$ cat src/rtl/ql_bus_pkg.sv
// Shared types and frame constants for the QL SDRAM bus arbiter.
package ql_bus_pkg;

  localparam int unsigned CNT_W     = 3;
  localparam int unsigned DATA_W    = 16;
  localparam int unsigned BE_W      = 2;
  localparam int unsigned FRAME_LEN = 8;

  localparam logic [CNT_W-1:0] SLOT_A = 3'd0;
  localparam logic [CNT_W-1:0] SLOT_B = 3'd4;

  typedef enum logic [1:0] {
    OWN_NONE,
    OWN_VID,
    OWN_MDV,
    OWN_CPU
  } owner_e;

  // Frame counter successor with wrap at the end of the frame.
  function automatic logic [CNT_W-1:0] frame_next(input logic [CNT_W-1:0] cnt);
    return (cnt == CNT_W'(FRAME_LEN - 1)) ? '0 : cnt + CNT_W'(1);
  endfunction

endpackage

$ cat src/rtl/ql_bus_pipe.sv
// Owner-tag delay line: tracks which requester each SDRAM command belongs to
// until its data returns RD_LAT clocks later.
module ql_bus_pipe
  import ql_bus_pkg::*;
#(
  parameter int unsigned RD_LAT = 3
) (
  input  logic   clk_i,
  input  logic   reset_i,
  input  owner_e tag_i,
  output owner_e done_o,
  output logic   cpu_busy_c,
  output logic   mdv_busy_c
);

  owner_e tag_q [RD_LAT];
  owner_e tag_d [RD_LAT];

  always_comb begin
    tag_d[0] = tag_i;
    for (int i = 1; i < int'(RD_LAT); i++) begin
      tag_d[i] = tag_q[i-1];
    end
  end

  always_ff @(posedge clk_i) begin
    if (reset_i) begin
      for (int i = 0; i < int'(RD_LAT); i++) begin
        tag_q[i] <= OWN_NONE;
      end
    end else begin
      for (int i = 0; i < int'(RD_LAT); i++) begin
        tag_q[i] <= tag_d[i];
      end
    end
  end

  assign done_o = tag_q[RD_LAT-1];

  // A requester is in flight while any stage still carries its tag.
  always_comb begin
    cpu_busy_c = 1'b0;
    mdv_busy_c = 1'b0;
    for (int i = 0; i < int'(RD_LAT); i++) begin
      if (tag_q[i] == OWN_CPU) cpu_busy_c = 1'b1;
      if (tag_q[i] == OWN_MDV) mdv_busy_c = 1'b1;
    end
  end

endmodule

$ cat src/rtl/ql_bus_arbiter.sv
// Time-division arbiter sharing one SDRAM port between ZX8301 video, the CPU
// bridge and microdrive emulation; two command slots per 8-clock frame.
module ql_bus_arbiter
  import ql_bus_pkg::*;
#(
  parameter int unsigned RD_LAT = 3,
  parameter int unsigned AW     = 19
) (
  input  logic              clk_bus,
  input  logic              reset,
  input  logic              vid_rd,
  input  logic [AW-1:0]     vid_addr,
  output logic [DATA_W-1:0] vid_dout,
  output logic              video_cycle,
  input  logic              mdv_men,
  input  logic              mdv_req,
  input  logic              mdv_we,
  input  logic [AW-1:0]     mdv_addr,
  input  logic [DATA_W-1:0] mdv_wdata,
  output logic              mdv_ack,
  input  logic              cpu_req,
  input  logic              cpu_we,
  input  logic [BE_W-1:0]   cpu_be,
  input  logic [AW-1:0]     cpu_addr,
  input  logic [DATA_W-1:0] cpu_wdata,
  output logic              cpu_ack,
  output logic [DATA_W-1:0] cpu_rdata,
  output logic [DATA_W-1:0] mdv_rdata,
  output logic              ram_cs,
  output logic              ram_we,
  output logic [BE_W-1:0]   ram_be,
  output logic [AW-1:0]     ram_addr,
  output logic [DATA_W-1:0] ram_wdata,
  input  logic [DATA_W-1:0] ram_dout
);

  logic [CNT_W-1:0]  cnt_q, cnt_d;
  logic              video_cycle_q, video_cycle_d;
  logic              ram_cs_q, ram_cs_d;
  logic              ram_we_q, ram_we_d;
  logic [BE_W-1:0]   ram_be_q, ram_be_d;
  logic [AW-1:0]     ram_addr_q, ram_addr_d;
  logic [DATA_W-1:0] ram_wdata_q, ram_wdata_d;
  logic              cpu_ack_q, cpu_ack_d;
  logic              mdv_ack_q, mdv_ack_d;
  logic [DATA_W-1:0] cpu_rdata_q, cpu_rdata_d;
  logic [DATA_W-1:0] mdv_rdata_q, mdv_rdata_d;
  logic [DATA_W-1:0] vid_dout_q, vid_dout_d;

  owner_e grant_c;
  owner_e done;
  logic   cpu_busy_c, mdv_busy_c;
  logic   cpu_elig_c, mdv_elig_c;

  ql_bus_pipe #(.RD_LAT(RD_LAT)) u_pipe (
    .clk_i      (clk_bus),
    .reset_i    (reset),
    .tag_i      (grant_c),
    .done_o     (done),
    .cpu_busy_c (cpu_busy_c),
    .mdv_busy_c (mdv_busy_c)
  );

  // Slot decision is made the clock before the slot so ram_cs lands on cnt 0/4.
  // The ack check gives a held request one clock to drop before re-arming.
  always_comb begin
    cnt_d         = frame_next(cnt_q);
    video_cycle_d = (cnt_d < SLOT_B);
    cpu_elig_c    = cpu_req && !cpu_busy_c && !cpu_ack_q;
    mdv_elig_c    = mdv_req && !mdv_busy_c && !mdv_ack_q;
    grant_c       = OWN_NONE;
    if (cnt_d == SLOT_A) begin
      if (vid_rd)                    grant_c = OWN_VID;
      else if (mdv_men && mdv_elig_c) grant_c = OWN_MDV;
      else if (cpu_elig_c)           grant_c = OWN_CPU;
    end else if (cnt_d == SLOT_B) begin
      if (cpu_elig_c)      grant_c = OWN_CPU;
      else if (mdv_elig_c) grant_c = OWN_MDV;
    end
  end

  // Command launch: address/data hold their last value between grants.
  always_comb begin
    ram_cs_d    = 1'b0;
    ram_we_d    = ram_we_q;
    ram_be_d    = ram_be_q;
    ram_addr_d  = ram_addr_q;
    ram_wdata_d = ram_wdata_q;
    case (grant_c)
      OWN_VID: begin
        ram_cs_d   = 1'b1;
        ram_we_d   = 1'b0;
        ram_be_d   = 2'b11;
        ram_addr_d = vid_addr;
      end
      OWN_MDV: begin
        ram_cs_d    = 1'b1;
        ram_we_d    = mdv_we;
        ram_be_d    = 2'b11;
        ram_addr_d  = mdv_addr;
        ram_wdata_d = mdv_wdata;
      end
      OWN_CPU: begin
        ram_cs_d    = 1'b1;
        ram_we_d    = cpu_we;
        ram_be_d    = cpu_be;
        ram_addr_d  = cpu_addr;
        ram_wdata_d = cpu_wdata;
      end
      default: ;
    endcase
  end

  // Completion routing: data and ack appear together in the cycle after return.
  always_comb begin
    cpu_ack_d   = 1'b0;
    mdv_ack_d   = 1'b0;
    cpu_rdata_d = cpu_rdata_q;
    mdv_rdata_d = mdv_rdata_q;
    vid_dout_d  = vid_dout_q;
    case (done)
      OWN_CPU: begin
        cpu_ack_d   = 1'b1;
        cpu_rdata_d = ram_dout;
      end
      OWN_MDV: begin
        mdv_ack_d   = 1'b1;
        mdv_rdata_d = ram_dout;
      end
      OWN_VID: vid_dout_d = ram_dout;
      default: ;
    endcase
  end

  always_ff @(posedge clk_bus) begin
    if (reset) begin
      cnt_q         <= '0;
      video_cycle_q <= 1'b1;
      ram_cs_q      <= 1'b0;
      ram_we_q      <= 1'b0;
      ram_be_q      <= '0;
      ram_addr_q    <= '0;
      ram_wdata_q   <= '0;
      cpu_ack_q     <= 1'b0;
      mdv_ack_q     <= 1'b0;
      cpu_rdata_q   <= '0;
      mdv_rdata_q   <= '0;
      vid_dout_q    <= '0;
    end else begin
      cnt_q         <= cnt_d;
      video_cycle_q <= video_cycle_d;
      ram_cs_q      <= ram_cs_d;
      ram_we_q      <= ram_we_d;
      ram_be_q      <= ram_be_d;
      ram_addr_q    <= ram_addr_d;
      ram_wdata_q   <= ram_wdata_d;
      cpu_ack_q     <= cpu_ack_d;
      mdv_ack_q     <= mdv_ack_d;
      cpu_rdata_q   <= cpu_rdata_d;
      mdv_rdata_q   <= mdv_rdata_d;
      vid_dout_q    <= vid_dout_d;
    end
  end

  assign video_cycle = video_cycle_q;
  assign ram_cs      = ram_cs_q;
  assign ram_we      = ram_we_q;
  assign ram_be      = ram_be_q;
  assign ram_addr    = ram_addr_q;
  assign ram_wdata   = ram_wdata_q;
  assign cpu_ack     = cpu_ack_q;
  assign mdv_ack     = mdv_ack_q;
  assign cpu_rdata   = cpu_rdata_q;
  assign mdv_rdata   = mdv_rdata_q;
  assign vid_dout    = vid_dout_q;

endmodule

$ cat config.mk
export PLATFORM = sky130hd
export DESIGN_NAME = ql_bus_arbiter
export DESIGN_NICKNAME = d
export VERILOG_FILES = /design/src/rtl/ql_bus_pkg.sv /design/src/rtl/ql_bus_pipe.sv /design/src/rtl/ql_bus_arbiter.sv
export SDC_FILE = /design/constraint.sdc
export NUM_CORES = 1
export LEC_CHECK = 0
export ABC_AREA = 1
export BUFFER_PORTS_ARGS = -buffer_cell sky130_fd_sc_hd__buf_2
export CORE_ASPECT_RATIO = 1.4
export CORE_UTILIZATION = 25
export DETAILED_ROUTE_END_ITERATION = 10
export REMOVE_ABC_BUFFERS = 1
export SLEW_MARGIN = 40
export SYNTH_ARGS = -nofsm -noshare
export SYNTH_HDL_FRONTEND = slang
export SYNTH_SLANG_ARGS = --single-unit
$ cat constraint.sdc
create_clock -name clk_bus -period 3.55 [get_ports clk_bus]
set_input_delay 0.355 -clock clk_bus [delete_from_list [all_inputs] [get_ports clk_bus]]
set_output_delay 0.355 -clock clk_bus [all_outputs]
set_load 0.02 [all_outputs]
# Word-level counts from Yosys, hierarchy flattened
# Memories as Yosys holds them, arrays and structs flattened.
# Index checks and enable logic that the tools add are counted.
[word_totals]
elab_cells = 72
output_inout_bits = 90
in_bits = 115
ff_bits = 93
mem_count = 1
ramBits = 6
[mem_list]
columns = ["memory", "words", "width", "read_ports", "rd_ports_with_merged_regs", "wr", "line_no", "rtl"]
rows = [
  ["u_pipe.tag_q", 3, 2, 3, 0, 3, "ql_bus_pipe.sv:16", "owner_e tag_q [RD_LAT];"],
]
[classes]
mux = 27
eq_ne = 12
n_bitwise = 3
add_sub_neg = 1
n_reduce_logical = 15
order_cmp = 1
[op_table]
columns = ["op", "count"]
rows = [
  ["19-bit case mux with 3 select lines", 1],
  ["16-bit case mux with 2 select lines", 1],
  ["2-bit two-way mux", 10],
  ["2-bit equality test, second input constant", 8],
  ["1-bit two-way mux", 12],
  ["3-bit equality test, second input constant", 2],
  ["1-bit logical AND", 5],
  ["2-bit by 1-bit equality test with 1-bit output, second input constant", 2],
  ["1-bit logical NOT", 4],
  ["2-bit case mux with 2 select lines", 1],
  ["2-bit nonzero test", 2],
  ["3-bit by 1-bit adder with 3-bit output, second input constant", 1],
  ["3-bit logical NOT", 1],
  ["3-bit < comparator, second input constant", 1],
  ["3-bit two-way mux", 1],
  ["1-bit OR", 3],
  ["1-bit case mux with 3 select lines", 1],
  ["3-bit nonzero test", 1],
  ["3-bit OR reduction", 1],
  ["2-bit OR reduction", 1],
]

# Longest topological paths before layout
# Gate-level depths: netlist (run 1).
[depth]
word_depth = 14
mapped_depth = 15

# By module
# From an unflattened synthesis (run 1), not the netlist that was laid out.
[hier_totals]
hier_cells = 700
hier_area_um2 = 4599.4
[modules_own_cells]
columns = ["mod", "instances", "area_per_inst_um2", "cells_each"]
rows = [
  ["ql_bus_arbiter", 1, 4398.0, 673],
  ["ql_bus_pipe", 1, 201.4, 27],
]

# Worst setup path before layout (run 1)
# No wires, ideal clock.
[synth_path]
kind = "register to register"
from = "register cnt_q[0]"
to = "register ram_addr_q[6], in the netlist ram_addr[6]"
arrival_time_ns = 1.571
path_slack_ns = 1.860
path_buffers = 1
path_stages_with_launch = 10
setup_ns = 0.119
required_ns = 3.431
period_less_slack_ns = 1.690
path_cell_list = "dfxtp_1 -> ha_1 -> ha_1 -> nor2_1 -> nand2_1 -> nand2_8 -> buf_2 -> nand2_1 -> nand2_1 -> a21oi_1"
[synth_between]
elab_chain_cells = 7
elab_cells_between_ends = 12
classes_between = "add/sub (1); eq/ne (5); mux (4); reduce/logical (2)"
[synth_rtl]
columns = ["item", "line_no", "rtl"]
rows = [
  ["start: declaration", "ql_bus_arbiter.sv:37", "logic [CNT_W-1:0] cnt_q, cnt_d;"],
  ["start signal: assignment", "ql_bus_arbiter.sv:150", "cnt_q <= cnt_d;"],
  ["3-bit by 1-bit adder with 3-bit output / 3-bit equality test (equally long branches)", "ql_bus_pkg.sv:21", "return (cnt == CNT_W'(FRAME_LEN - 1)) ? '0 : cnt + CNT_W'(1);"],
  ["3-bit two-way mux *", "ql_bus_pkg.sv:21", ""],
  ["3-bit equality test", "ql_bus_arbiter.sv:76", "end else if (cnt_d == SLOT_B) begin"],
  ["2-bit two-way mux", "ql_bus_arbiter.sv:76", ""],
  ["2-bit two-way mux *", "ql_bus_arbiter.sv:72", "if (cnt_d == SLOT_A) begin"],
  ["2-bit equality test / 2-bit by 1-bit equality test with 1-bit output (equally long branches)", "ql_bus_arbiter.sv:89", "case (grant_c)"],
  ["19-bit case mux with 3 select lines / 3-bit nonzero test (equally long branches)", "--", ""],
  ["end signal: assignment", "ql_bus_arbiter.sv:155", "ram_addr_q <= ram_addr_d;"],
  ["end: declaration", "ql_bus_arbiter.sv:42", "logic [AW-1:0] ram_addr_q, ram_addr_d;"],
]
# Every way passes the cells marked *; elsewhere a longest branch is shown, timed or not.
# A chain may end at the register's enable or synchronous reset.

# Final worst setup path (run 1)
[layout_path]
from = "register cnt_q[0]"
to = "register ram_be_q[1], in the netlist ram_be[1]"
[layout_between]
elab_chain_cells = 8
elab_cells_between_ends = 13
classes_between = "add/sub (1); eq/ne (5); mux (4); reduce/logical (3)"
[layout_rtl]
columns = ["item", "line_no", "rtl"]
rows = [
  ["3-bit by 1-bit adder with 3-bit output / 3-bit equality test (equally long branches)", "ql_bus_pkg.sv:21", ""],
  ["3-bit two-way mux *", "ql_bus_pkg.sv:21", ""],
  ["3-bit equality test", "ql_bus_arbiter.sv:76", ""],
  ["2-bit two-way mux", "ql_bus_arbiter.sv:76", ""],
  ["2-bit two-way mux *", "ql_bus_arbiter.sv:72", ""],
  ["2-bit equality test / 2-bit by 1-bit equality test with 1-bit output (equally long branches)", "ql_bus_arbiter.sv:89", ""],
  ["2-bit OR reduction (no source line)", "--", ""],
  ["2-bit case mux with 2 select lines / 2-bit nonzero test (equally long branches)", "--", ""],
  ["end signal: assignment", "ql_bus_arbiter.sv:154", "ram_be_q <= ram_be_d;"],
  ["end: declaration", "ql_bus_arbiter.sv:41", "logic [BE_W-1:0] ram_be_q, ram_be_d;"],
]
# Marked as above.

==> reports/summary.txt, run 1 <==
==============================================================================
Number of sinks driven by the clock tree                                    99
Post-Synth Adder-Cell Area                                               1.14%
Routed len/inst                                                   12.3 microns
Num rows                                                                    56
Category of the most critical setup path                          flip-flop to flip-flop
Worst Clk Skew                                                      0.00849 ns
Overall power of the completed layout                                  2410 uW
Min Clock Period, post-route                                           2.24 ns
Number of nets in the layout                                               909
Data required, critical path                                           3.79 ns
Flip-flop and latch count after synthesis                                   99
Actual slew at the worst max-slew pin                                 0.756 ns
Total area of multi-input combinational cells                     0.00194 sq mm
Launching element type of the critical path                          flip-flop
Max VDD drop                                                          0.191 mV
First-pass GRT wire length                                        20000 microns
Filler Cell Count                                                         1905
Setup repair after global routing missed its margin                         no
Tcrit/Tclk final                                                         63.0%
Class of the tightest hold or removal check                       primary input to flip-flop
Main combinational cell family by area after synthesis            simple AND/OR/NAND/NOR gates
Power density of the placed cells                                  416 mW/mm^2
Post-synthesis xor/xnor area fraction                                       0%
Largest area contributor in the synthesized netlist                    dfxtp_1
Clk slew on worst S/H paths                                            0.07 ns
Proportion of netlist area held by the largest area contributor          45.3%
Residual antenna-violating net count after detailed routing                  0
Effective utilization at floorplan                                       25.8%
Syn-to-layout area delta                                                 32.5%
IO Pins                                                                    205
Vias per cell                                                             4.31
Kind of capture point of the worst setup path                        flip-flop
Pre-CTS worst setup slack                                              1.32 ns
Number of global-route vias before repair                                 4165
Area of the mapped netlist                                        0.00438 sq mm
Vertical die dimension                                             159 microns
Portion of the post-synthesis area used by sequential elements           45.3%
Post-synth EDFFs                                                             0
Overall global routing resource usage                                    14.1%
Worst Path Arrival                                                     2.48 ns
Area occupied by registers                                        0.00198 sq mm
Final number of max-transition violations                                    0
Count of unresolved DRC violations after routing                             0
Die area                                                          0.0181 sq mm
Fraction of the mapped netlist area in simple logic gates                33.1%
Pleak                                                               0.00309 uW
Run status                                                        finished clean
Worst setup slack after layout                                         1.31 ns
Final Hold Viols                                                             0
Detailed-router iteration count before antenna repair                        4
Number of cells upsized or downsized after cts                               0
Setup repair bufs after CTS                                                  0
Multiplexer area fraction after synthesis                                   0%
Distinct cell type count of the synthesized netlist                         25
Setup TNS                                                                 0 ns
Placer congestion estimate                                               0.748
Core region area                                                  0.0170 sq mm
Placed Instance Area                                              0.00550 sq mm
Most used DFF post-synth                                               dfxtp_1
H-Tree Depth                                                                 3
Pin count of the biggest net entering global routing                        74
Vias after detailed routing                                               4429
Synthesized area divided by synthesized cell count                  7.19 sq um
CTS tree                                                                   yes
# hold bufs at CTS                                                           0
Final hold slack                                                      0.238 ns
Yosys warning count                                                          0
Worst slew margin relative to its limit                                  49.6%
Launching point of the worst reg2reg path                         cnt_q[0]$_SDFF_PP0_
Timing startpoint of the critical path                            cnt_q[0]$_SDFF_PP0_
F_max                                                                  447 MHz
Number of standard cells after synthesis                                   609
Biggest fanout along the worst timing path                                  73
IO buf count                                                               204
Number of setup violations in the final report                               0
Initial DRC count                                                          319
FFs w/ async S/R, synth                                                     0%
Post-Layout Inst Area                                             0.00580 sq mm
Width of the die                                                   114 microns
Number of violations of the max-capacitance limit                            0
Synthesized-area fraction occupied by ao, oa, aoi and oai cells          10.1%
Root buffer cell                                                     clkbuf_16
Placed wire-length estimate                                       8940 microns
Clock latency on the worst-skew pair                                   0.34 ns
Cts bufs inserted                                                            9
Sum of routed wire length over all layers                         12700 microns
Gr ovfl total                                                                0
Antenna violations before repair                                             1
Hold path startpoint                                                 cpu_be[0]
Cell types with the largest area share after synthesis            dfxtp_1 (45%), nand2_1 (10%), nor2_1 (9.5%), o21ai_0 (6.7%), nand3_1 (6.4%)
CTS Buffer Depth                                                             2
Fraction of layout cells with a size suffix above 1                      30.4%
==============================================================================
-- synthesized netlist by cell type (3+ instances only) --
cell type,instances
buf_4,9
o21ai_0,59
a21oi_1,19
ha_1,4
clkbuf_1,16
nand2_4,4
buf_6,7
inv_1,54
nor2_1,111
dfxtp_1,99
o21ai_1,10
nand2_1,119
nand2_2,3
buf_2,6
nand3_1,56
nand4_1,19
-- metal layers --
| metal | part of all wire, % | track usage [%] | vias to the layer above |
|---|---|---|---|
| met5 | 0 | 0 | - |
| met4 | 1.7 | 6.37 | 0 |
| met3 | 6.2 | 3.35 | 12 |
| met2 | 49 | 25.3 | 151 |
| met1 | 43 | 15.9 | 1961 |
| li1 | - | - | 2305 |
-- cells in the final DEF (no fill, tap or decap), types with 2 or more instances in the layout --
master	count
a21oi_1	19
buf_2	204
buf_4	3
clkbuf_16	9
clkinv_2	2
dfxtp_1	99
ha_1	4
inv_1	53
inv_4	2
nand2_1	119
nand2_2	3
nand2_4	4
nand2_8	2
nand3_1	56
nand3_2	2
nand3b_1	2
nand4_1	19
nor2_1	111
nor2_4	2
o21ai_0	59
o21ai_1	10
-- power breakdown --
part / internal, uW / leakage (uW) / switching (uW) / total [uW]
Combinational: 102 / 0.00214 / 156 / 258
Sequential: 1140 / 0.000800 / 13.1 / 1150
Clock: 553 / 0.000148 / 449 / 1000
Total: 1790 / 0.00309 / 618 / 2410
-- path summary, 6_finish.rpt --
| path | end | slack, ns | cells past startpoint |
|---|---|---|---|
| min | ram_be[0]$_SDFFE_PP0P_ | 0.24 | 3 |
| max reg2reg | ram_be[1]$_SDFFE_PP0P_ | 1.31 | 9 |
| max | ram_be[1]$_SDFFE_PP0P_ | 1.31 | 9 |
| min reg2reg | cnt_q[0]$_SDFF_PP0_ | 0.43 | 1 |
-- cells by family after synthesis --
kind of cell | Yosys count
buffers and inverters | 95
AND/OR/NAND/NOR | 323
flip-flops | 99
AO/OA/AOI/OAI | 88
adder cells (fa/ha/maj) | 4
-- area by class of cell --
class                           instances  share of cell area (%)
Inverter                               57                    3.77
Timing Repair Buffer                  208                    18.3
Clock buffer                            9                    3.88
Clock inverter                          7                    1.32
Multi-Input combinational cell        415                    33.5
Sequential cell                        99                    34.2
Antenna cell                            1                  0.0431
Tap cell                              232                    5.00
-- critical path: stages (launching register included) --
cell and delay (ns):
dfxtp_1 0.32, ha_1 0.23, ha_1 0.27, nor2_1 0.18, nand2_2 0.09, nand2_4 0.08, buf_4 0.55, nand2_1 0.16
nor2_1 0.11, nor2_1 0.05
-- registers in the layout, indices dropped and copies added (netlist names), 2 cells and up --
signal        count
ram_addr         19
u_pipe.tag_q      6
cpu_rdata        16
vid_dout         16
cnt_q             3
ram_wdata        16
ram_be            2
mdv_rdata        16
-- stage by stage --
step | utilization (%) | instances
2_1_floorplan | - | 571
3_3_place_gp | 32.4 | 1011
3_5_place_dp | 32.4 | 1011
4_1_cts | 34.2 | 1027
5_1_grt | 34.2 | 1028
6_report | 34.2 | 1028
Note: power is estimated with default switching activity, not from simulation.
==> run 2: changes to the inputs <==
--- a/config.mk
+++ b/config.mk
@@ -5,7 +5,7 @@
 export SDC_FILE = /design/constraint.sdc
 export NUM_CORES = 1
 export LEC_CHECK = 0
-export ABC_AREA = 1
+export ABC_AREA = 0
 export BUFFER_PORTS_ARGS = -buffer_cell sky130_fd_sc_hd__buf_2
 export CORE_ASPECT_RATIO = 1.4
 export CORE_UTILIZATION = 25
==> constraint.sdc (replaced) <==
create_clock -name clk_bus -period 1.9 [get_ports clk_bus]
set_input_delay 0.19 -clock clk_bus [delete_from_list [all_inputs] [get_ports clk_bus]]
set_output_delay 0.19 -clock clk_bus [all_outputs]
set_load 0.02 [all_outputs]
==> run 2 against run 1 <==
Effect of this change:
- the run now ends with negative setup slack left
- hold slack worse by 0.14 ns
- clock-buffer cell count is 3 higher
- combinational power rose to 2.7 times the previous value
- utilization rose by 5.6 points
- setup slack worse by 1.4 ns
- synthesized cell count decreased by 20%
- critical path type unchanged
- highest routed layer unchanged
==> reports/summary.txt, run 2 <==
=====================================================================================
Failing checks                                                           negative setup slack
Placer congestion estimate                                                      0.781   +4.5%
Reg2Reg Setup Slack                                                          -0.07 ns   -1.38 ns
IO Pins                                                                           205   unchanged
Final hold slack                                                            0.0934 ns   -0.145 ns
Number of nets in the layout                                                      828   -8.9%
Syn-to-layout area delta                                                        54.4%
Final Hold Viols                                                                    0   unchanged
Data required, critical path                                                  2.14 ns   -1.65 ns
Overall global routing resource usage                                           15.5%   +1.4 points
Worst slew margin relative to its limit                                         54.6%   +5.0 points
Number of setup violations in the final report                                     18   +18
Worst Clk Skew                                                             0.00843 ns   -0.0000623 ns
CTS Buffer Depth                                                                    2   unchanged
Cell with the biggest individual delay on the critical path                   dfxtp_2
Synthesized area divided by synthesized cell count                         8.33 sq um   +16%
Effective utilization at floorplan                                              25.8%   -0.059 points
Placed wire-length estimate                                              8880 microns   -0.73%
Most used standard cells in the synthesized netlist                      nand2_1 (149), dfxtp_1 (99), a21oi_1 (49)
Clk slew on worst S/H paths                                                   0.07 ns   about the same
Setup repair after global routing missed its margin                               yes
Core region area                                                         0.0157 sq mm   -7.2%
Initial DRC count                                                                 238   -25%
Number of violations of the max-capacitance limit                                   0   unchanged
Num rows                                                                           54   -3.6%
Most used DFF post-synth                                                      dfxtp_1
Area of the mapped netlist                                               0.00406 sq mm   -7.4%
Launching element type of the critical path                                 flip-flop
Worst setup slack after layout                                             -0.0665 ns   -1.38 ns
Vias after detailed routing                                                      4209   -5.0%
Class of the tightest hold or removal check                              primary input to flip-flop
Pin count of the biggest net entering global routing                               52   -30%
Number of global-route vias before repair                                        4091   -1.8%
Residual antenna-violating net count after detailed routing                         0   unchanged
Power density of the placed cells                                         741 mW/mm^2   +78%
Gr ovfl total                                                                       0   unchanged
Most instantiated library cell after synthesis                                nand2_1
Critical-path cell list                                                  ha_4 > ha_4 > nor2b_4 > a21oi_2 > o22ai_4 > buf_6 > clkbuf_16 > mux2i_1 > a2111oi_2
Pleak                                                                      0.00273 uW   -11%
Max VDD drop                                                                 0.318 mV   +67%
Clock latency on the worst-skew pair                                          0.35 ns   about the same
Most frequent cells in the layout                                        buf_2 (203), nand2_1 (149), dfxtp_1 (94), a21oi_1 (48), nor2_1 (34)
Largest area contributor in the synthesized netlist                           dfxtp_1
Fraction of layout cells with a size suffix above 1                             45.4%   +15 points
Cell with the most instances on the worst path                                   ha_4
Die area                                                                 0.0167 sq mm   -7.3%
CTS tree                                                                          yes
Min Clock Period, post-route                                                  1.97 ns   -0.270 ns
Number of instances in the placed design                                          884   -13%
Post-Layout Inst Area                                                    0.00626 sq mm   +8.0%
Final number of max-transition violations                                           0   unchanged
Slowest cell delay on critical path                                           0.34 ns   -0.21 ns
Number of sinks driven by the clock tree                                           99   unchanged
H-Tree Depth                                                                        3   unchanged
Proportion of netlist area held by the largest area contributor                 48.9%   +3.6 points
Number of flip-flops under the largest register name                               19   unchanged
Flip-flop and latch count after synthesis                                          99   unchanged
Actual slew at the worst max-slew pin                                        0.681 ns   -0.0743 ns
F_max                                                                         509 MHz   +14%
Final std cells w/o fill                                                          910   -11%
Count of unresolved DRC violations after routing                                    0   unchanged
Antenna violations before repair                                                    0   -1
Placed Instance Area                                                     0.00549 sq mm   -0.20%
Kind of capture point of the worst setup path                               flip-flop
Tcrit/Tclk final                                                                 104%   +41 points
Cts bufs inserted                                                                   9   unchanged
IO buf count                                                                      204   unchanged
Distinct cell type count of the synthesized netlist                                34   +36%
Filler Cell Count                                                                1615   -15%
Number of standard cells after synthesis                                          487   -20%
Run status                                                               finished with violations
Most frequent standard cell in the layout excluding fill and tap cells          buf_2
Routed len/inst                                                          14.2 microns   +15%
Worst Path Arrival                                                            2.21 ns   -0.27 ns
Sum of routed wire length over all layers                                12900 microns   +2.1%
Diode insertion count for antenna repair                                            0   -1
Post-synth EDFFs                                                                    0   unchanged
Portion of the post-synthesis area used by sequential elements                  48.9%   +3.6 points
Width of the die                                                          110 microns   -3.7%
Category of the most critical setup path                                 flip-flop to flip-flop
Vertical die dimension                                                    153 microns   -3.7%
First-pass GRT wire length                                               20100 microns   +0.31%
FFs w/ async S/R, synth                                                            0%   unchanged
Biggest fanout along the worst timing path                                          4   -95%
Cell types with the largest area share after synthesis                   dfxtp_1 (49%), nand2_1 (14%), a311oi_1 (7.3%), a21oi_1 (6.0%), nor2_1 (4.1%)
Yosys warning count                                                                 0   unchanged
Root buffer cell                                                            clkbuf_16
Vias per cell                                                                    4.63   +7.4%
Detailed-router iteration count before antenna repair                               4   unchanged
=====================================================================================
-- run 2: changes by cell type after synthesis, sizes merged, moves of 5 or more --
cell	change
nand2	+22
inv	-51
a21boi	+8
buf	-5
a311oi	+34
nand4	-18
a21oi	+30
mux2i	+11
a2111oi	+11
clkbuf	+7
nand3	-58
o21ai	-69
nor2b	+12
nor2	-70
-- run 2: metrics by stage --
stage / power (uW) / worst slack [ns] / utilization (%) / setup TNS [ns]
5_1_grt: 4860 / -0.148 / 39.8 / -3.51
6_report: 4640 / -0.0665 / 39.8 / -0.434
2_1_floorplan: 2490 / -2.76 / - / -95.69
3_3_place_gp: 2810 / -0.144 / 34.8 / -3.30
3_5_place_dp: 2810 / -0.209 / 34.8 / -4.56
4_1_cts: 4670 / -0.0612 / 38.9 / -0.371
-- run 2: cell families (layout without fill, tap and decap cells) --
family                     after synthesis  after routing  synth area share (%)
AOI/OAI and AO/OA                      108            108                  19.3
adders and majority gates                4              4                  1.23
buffers and inverters                   45            272                  5.24
DFF                                     99             99                  48.9
muxes                                   12             12                  3.08
and+or+nand+nor                        219            219                  22.3
-- run 2: critical path: cells and delay by family (launching register included) --
kind	cells	cell delay, ns
AOI/OAI and AO/OA	3	0.58
adders and majority gates	2	0.36
buffers and inverters	2	0.31
DFF	1	0.34
muxes	1	0.13
and+or+nand+nor	1	0.14
-- run 2: layout make-up --
cell class / instances / area, sq um / share of cell area, %
sequential: 99 / 1990 / 31.7
clock inverter: 4 / 25.0 / 0.399
timing repair buffer: 251 / 1620 / 25.8
inverter: 5 / 18.8 / 0.300
tap: 196 / 245 / 3.91
clock buffer: 12 / 256 / 4.09
multi-input combinational: 343 / 2110 / 33.8
-- run 2: per-layer routing --
metal | global-route usage, % | vias to the layer above | part of all wire [%]
met5 | 0 | - | 0
met4 | 7.62 | 0 | 2.6
met3 | 3.55 | 22 | 6.4
met2 | 26.7 | 177 | 49
met1 | 17.7 | 1906 | 42
li1 | - | 2104 | -
-- run 2: worst paths after layout --
path	start	to	depth (start not counted)
setup / recovery	cnt_q[0]$_SDFF_PP0_	ram_addr[17]$_SDFFE_PP0P_	9
hold / removal	mdv_wdata[7]	ram_wdata[7]$_SDFFE_PP0N_	3
setup reg to reg	cnt_q[0]$_SDFF_PP0_	ram_addr[17]$_SDFFE_PP0P_	9
hold reg to reg	cnt_q[0]$_SDFF_PP0_	cnt_q[0]$_SDFF_PP0_	1
-- run 2: repair_timing --
| action | in CTS | in global routing |
|---|---|---|
| buffers inserted | 5 | 1 |
| resized for setup | 53 | 37 |
| pin swaps | 28 | 33 |
| cloned | 4 | 2 |
| setup endpoints to repair | 39 | 38 |
| hold buffers | 0 | 0 |
-- run 2: where the power goes --
part,internal [uW],switching [uW],leakage (uW)
combinational,339,356,0.00179
clock,957,801,0.000135
sequential,2140,42.4,0.000803
